### src/rtl/oqpsk_halfsine_mod.sv
// OQPSK modulator with half-sine pulse shaping: chips alternate onto I and Q,
// with Q offset by half a symbol, emitting one signed 4-bit I/Q sample per CLK_PER_SAMPLE clocks.
module oqpsk_halfsine_mod #(
    parameter int CLK_PER_SAMPLE = 4
) (
    input  logic              i_clk,
    input  logic              i_rst_n,
    input  logic              i_chip,
    input  logic              i_chip_valid,
    output logic              o_chip_ready,
    output logic signed [3:0] o_i,
    output logic signed [3:0] o_q,
    output logic              o_sample_valid,
    output logic              o_busy,
    output logic              o_done,
    output logic [1:0]        o_dbg_state
);

    localparam int DW = (CLK_PER_SAMPLE > 1) ? $clog2(CLK_PER_SAMPLE) : 1;
    localparam logic [DW-1:0] DIV_LAST = DW'(CLK_PER_SAMPLE - 1);

    typedef enum logic [1:0] {
        IDLE  = 2'd0,
        RUN   = 2'd1,
        DRAIN = 2'd2
    } state_t;

    state_t            state;
    logic [DW-1:0]     div;
    logic [1:0]        p;
    logic [1:0]        drain_cnt;
    logic              ch_i_act, ch_i_pos, ch_q_act, ch_q_pos;
    logic              tick;
    logic              reload_slot;
    logic [1:0]        q_idx;
    logic signed [3:0] samp_i, samp_q;

    // Signed half-sine sample for one channel; an inactive channel contributes zero.
    function automatic logic signed [3:0] shape(input logic act, input logic pos,
                                                input logic [1:0] idx);
        logic signed [3:0] h;
        logic signed [3:0] r;
        case (idx)
            2'd0:    h = 4'sd0;
            2'd1:    h = 4'sd5;
            2'd2:    h = 4'sd7;
            default: h = 4'sd5;
        endcase
        r = 4'sd0;
        if (act) r = pos ? h : -h;
        return r;
    endfunction

    assign tick         = (div == DIV_LAST);
    assign reload_slot  = (state == RUN) && tick && p[0];
    assign o_chip_ready = (state == IDLE) || reload_slot;
    assign o_busy       = (state != IDLE);
    assign o_dbg_state  = state;
    assign q_idx        = p + 2'd2;
    assign samp_i       = shape(ch_i_act, ch_i_pos, p);
    assign samp_q       = shape(ch_q_act, ch_q_pos, q_idx);

    // Handshake: a chip moves only on an edge where i_chip_valid and o_chip_ready are
    // both high; o_chip_ready depends on state/counters only, never on i_chip_valid.
    always_ff @(posedge i_clk or negedge i_rst_n) begin
        if (!i_rst_n) begin
            state          <= IDLE;
            div            <= '0;
            p              <= 2'd0;
            drain_cnt      <= 2'd0;
            ch_i_act       <= 1'b0;
            ch_i_pos       <= 1'b0;
            ch_q_act       <= 1'b0;
            ch_q_pos       <= 1'b0;
            o_i            <= 4'sd0;
            o_q            <= 4'sd0;
            o_sample_valid <= 1'b0;
            o_done         <= 1'b0;
        end else begin
            o_sample_valid <= 1'b0;
            o_done         <= 1'b0;
            case (state)
                IDLE: begin
                    if (i_chip_valid) begin
                        ch_i_act  <= 1'b1;
                        ch_i_pos  <= i_chip;
                        ch_q_act  <= 1'b0;
                        p         <= 2'd0;
                        div       <= '0;
                        drain_cnt <= 2'd0;
                        state     <= RUN;
                    end
                end
                RUN, DRAIN: begin
                    div <= tick ? '0 : div + 1'b1;
                    if (tick) begin
                        p              <= p + 2'd1;
                        o_sample_valid <= 1'b1;
                        if (state == DRAIN && drain_cnt == 2'd2) begin
                            o_i      <= 4'sd0;
                            o_q      <= 4'sd0;
                            ch_i_act <= 1'b0;
                            ch_q_act <= 1'b0;
                            o_done   <= 1'b1;
                            state    <= IDLE;
                        end else begin
                            o_i <= samp_i;
                            o_q <= samp_q;
                        end
                        if (state == DRAIN) drain_cnt <= drain_cnt + 2'd1;
                        // p=1 reloads Q, p=3 reloads I; a missing chip starts the drain.
                        if (state == RUN && p[0]) begin
                            if (i_chip_valid) begin
                                if (p[1]) begin
                                    ch_i_act <= 1'b1;
                                    ch_i_pos <= i_chip;
                                end else begin
                                    ch_q_act <= 1'b1;
                                    ch_q_pos <= i_chip;
                                end
                            end else begin
                                if (p[1]) ch_i_act <= 1'b0;
                                else      ch_q_act <= 1'b0;
                                state <= DRAIN;
                            end
                        end
                    end
                end
                default: state <= IDLE;
            endcase
        end
    end

endmodule

### config.mk
export PLATFORM = sky130hd
export DESIGN_NAME = oqpsk_halfsine_mod
export DESIGN_NICKNAME = d
export VERILOG_FILES = /design/src/rtl/oqpsk_halfsine_mod.sv
export SDC_FILE = /design/constraint.sdc
export NUM_CORES = 1
export LEC_CHECK = 0
export BUFFER_PORTS_ARGS = -buffer_cell sky130_fd_sc_hd__buf_2
export CAP_MARGIN = 20
export CORE_MARGIN = 4
export CORE_UTILIZATION = 35
export DETAILED_ROUTE_END_ITERATION = 10
export PLACE_DENSITY = 0.52
export SETUP_SLACK_MARGIN = 0.15
export SYNTH_ARGS = -nofsm -noshare
export SYNTH_HDL_FRONTEND = slang
export SYNTH_SLANG_ARGS = --single-unit
### constraint.sdc
create_clock -name i_clk -period 4.8 [get_ports i_clk]
set_input_delay 0 -clock i_clk [delete_from_list [all_inputs] [get_ports i_clk]]
set_output_delay 0 -clock i_clk [all_outputs]
set_load 0.1 [all_outputs]
==> results.md <==
Synth:
- By area the synthesized netlist is led by sky130_fd_sc_hd__dfrtp_1 46%, sky130_fd_sc_hd__ha_1 9.5%, sky130_fd_sc_hd__nand2_1 4.7%, sky130_fd_sc_hd__o31ai_1 3.8%, sky130_fd_sc_hd__a22o_1 3.7%.
- The synthesized design contains 22 register bits.
- The share of the Yosys chip area taken by registers is 0.464.
- In this run, synthesis inferred 0 flip-flops with an integrated enable.
- The count of yosys warnings during synthesis is 0.
- In the synthesized netlist the async set-or-reset flop fraction comes to 1.00.
- Among all flip-flop cells after synthesis, the most frequent one is sky130_fd_sc_hd__dfrtp_1.
- The number of instances in the synthesized netlist is roughly 120.
- The cell accounting for the most synthesized area is sky130_fd_sc_hd__dfrtp_1.
- When the netlist entered floorplanning its net count stood at approximately 130.
- The cell area that synthesis handed to floorplanning was roughly 1200 um2.
- The area share of the largest cell type after synthesis is 0.464.
- The count of cell types in the netlist is 30.
- The per-instance average area after synthesis is approximately 10 um2.

Drt:
- The total routed wirelength is between 2000 and 2500 um.
- The detailed-route via count is 912.
- The average via count per standard cell is just over 5.
- In the final routed layout, each cell accounts on average for around 14 um.
- After detailed routing, the number of remaining DRC violations is 0.
- Before antenna repair, the detailed router went through 4 iterations.
- The count of nets left with antenna violations once routing finished came out at 0.
- The initial DRC count is 72.

STA:
- Setup violations remaining at the end of the flow were counted as 0.
- The worst-case hold slack is 48.9 ps.
- The count of pins over their slew limit came to 0.
- Setup repair after global routing left no endpoint under its margin.
- The total count of hold-check failures in the final report is 0.
- Subtracting the final worst setup slack from the clock period gives roughly 2200 ps.
- In the finished design, the share of the clock period the worst path needs comes to 0.462.
- The top achievable clock speed is roughly 0.45 GHz.
- The total negative slack is 0 ps.
- The slew at the pin with the worst max-slew slack is slightly below 600 ps.
- The clock tree skew after final layout is around 3.3 ps.
- The relative slew slack is 0.615.

Worst setup path:
- The source of the worst register-to-register timing path is o_dbg_state[0]$_DFFE_PN0P_.
- The critical path starts at o_dbg_state[0]$_DFFE_PN0P_.
- Data on the critical path arrives at its endpoint at between 2000 and 2500 ps.
- The highest net fanout along the worst path is 17.
- The critical path in this run is classified as flop to flop.
- STA classifies the critical path startpoint as a flop.
- The endpoint type of the worst setup path is a flop.
- Data on the critical path is required at its endpoint by approximately 5000 ps.

Layout:
- The synthesis-to-finish area growth is 13.8%.
- Leaving out fill and tap cells, the most frequent cell in the layout is sky130_fd_sc_hd__dfrtp_1.
- The top cell types in the final layout, fill and taps aside, are 22 x sky130_fd_sc_hd__dfrtp_1, 17 x sky130_fd_sc_hd__buf_2, 15 x sky130_fd_sc_hd__nand2_1.
- The repair_antennas step left the layout with diodes totalling 0.
- The final-stage net count is ~150.
- The fraction of layout cells with a size suffix above 1 is 0.201.

Clocking:
- The number of levels in the clock H-tree is 1.
- In this run the clock root is driven by a sky130_fd_sc_hd__clkbuf_4.
- The CTS sink count is 22.
- No sink is reached through more buffers than the 2 on the longest clock path.
- At the later pin of the worst-skew pair, clock insertion delay measures approximately 310 ps.
- The clock transition at the registers of the reported paths is between 100 and 150 ps.
- After clock tree synthesis, the repair step resized 0 gates.
- The CTS tree is done.
- The number of buffers created by CTS is 3.

Die:
- The die covers between 4000 and 5000 um2.
- The width of the chip is 66.2 um.
- The region available for standard cell placement spans around 3200 um2.
- The starting density of the core is 0.376.
- The I/O pin count is 18.
- The die is approximately 66 um tall.
- The number of standard-cell rows in the floorplan is 20.

Placement:
- The estimated wirelength of the detail-placed design is approximately 1800 um.
- In this run the tool buffered the top-level ports with 17 buffer cells.
- The global placer's final weighted congestion is 0.763.

Worst hold path:
- The worst hold path begins at i_chip_valid.
- The min-delay analysis places its worst path in the category primary input to flop.

GRT:
- The overall fraction of global-route tracks in use is 0.124.
- The pin count of the biggest net entering global routing is 23.
- Global routing finished with a remaining overflow of 0.
- The initial antenna violation count was 0.
- The number of global-route vias before repair came to 890.
- The first-pass GRT wire length is approximately 4200 um.

Run status:
- The flow ran to the end, and the final reports show no timing, DRC or antenna violations.

Job:
- The number of max-cap violations is 0.
==> worst max-delay path, cell delays in order (launching register included) <==
cell and delay [ps]:
sky130_fd_sc_hd__dfrtp_1 440, sky130_fd_sc_hd__inv_1 90, sky130_fd_sc_hd__ha_1 490, sky130_fd_sc_hd__nand2_1 430
sky130_fd_sc_hd__nor3_1 320, sky130_fd_sc_hd__mux2_1 340
==> cell families (layout without fill, tap and decap cells) <==
logic type               count (synthesis)  in the layout  synth area share
AND/OR/NAND/NOR                         38             38             0.174
multiplexers                             4              4            0.0369
flip-flops                              22             22             0.464
adder cells (fa/ha/maj)                  9              9            0.0949
buffers and inverters                   13             32            0.0475
AO/OA/AOI/OAI                           29             29             0.182
==> timing repair <==
| action | in CTS | in global routing |
|---|---|---|
| hold buffers | 2 | 0 |
| setup buffers | 0 | 0 |
| hold endpoints to repair | 24 | 0 |
==> cell usage after synthesis (2+ instances only) <==
library cell               instances
sky130_fd_sc_hd__mux2_1            2
sky130_fd_sc_hd__a22o_1            5
sky130_fd_sc_hd__nand2b_1          5
sky130_fd_sc_hd__nor3_1            2
sky130_fd_sc_hd__o31ai_1           6
sky130_fd_sc_hd__nand2_1          15
sky130_fd_sc_hd__inv_1             9
sky130_fd_sc_hd__nor2b_4           2
sky130_fd_sc_hd__nand4_1           4
sky130_fd_sc_hd__a21oi_1           2
sky130_fd_sc_hd__clkbuf_1          2
sky130_fd_sc_hd__nor2_1            5
sky130_fd_sc_hd__ha_1              9
sky130_fd_sc_hd__dfrtp_1          22
sky130_fd_sc_hd__o41ai_1           3
sky130_fd_sc_hd__o21ai_0           8
==> per-layer routing <==
layer,up-vias,share of wire,GRT usage
met5,-,0,0
met4,0,0.014,0.0330
met3,4,0.042,0.0391
met2,16,0.44,0.182
met1,439,0.51,0.173
li1,453,-,-
==> area by class of cell <==
type                       instances  area, um2
multi-input combinational         80        579
fill                             329       1800
sequential                        22        551
inverter                          10       37.5
clock buffer                       3       22.5
tap                               44       55.1
timing repair buffer              19        105
==> sequential cells by signal, indices dropped and copies added (netlist names) <==
name and count:
ch_i_act 1, drain_cnt 2, o_done 1, o_i 4, o_q 4, ch_i_pos 1, o_dbg_state 2, o_sample_valid 1
p 2, ch_q_act 1, div 2, ch_q_pos 1
==> final timing paths <==
path	endpoint	slack (ps)	depth (start not counted)
worst max-delay path	ch_q_pos$_DFFE_PN0P_	2580	5
worst min-delay path	o_dbg_state[0]$_DFFE_PN0P_	50	3
worst max register to register	ch_q_pos$_DFFE_PN0P_	2580	5
worst min register to register	o_q[0]$_DFFE_PN0P_	490	2
max in group asynchronous	o_i[2]$_DFFE_PN0P_	4280	2
min in group asynchronous	o_q[0]$_DFFE_PN0P_	180	2
==> through the flow <==
stage                     worst slack, ps  std cells   util  cell area, um2
after floorplan                      1990        115      -            1190
after global placement               2690        173  0.415            1310
after detailed placement             2600        173  0.415            1310
after CTS                            2560        178  0.428            1350
after global routing                 2410        178  0.428            1350
final                                2580        178  0.428            1350
Power is left out: the tool's default activity adds up to more than one toggle a clock period on the data nets, which glitch-free logic cannot reach.
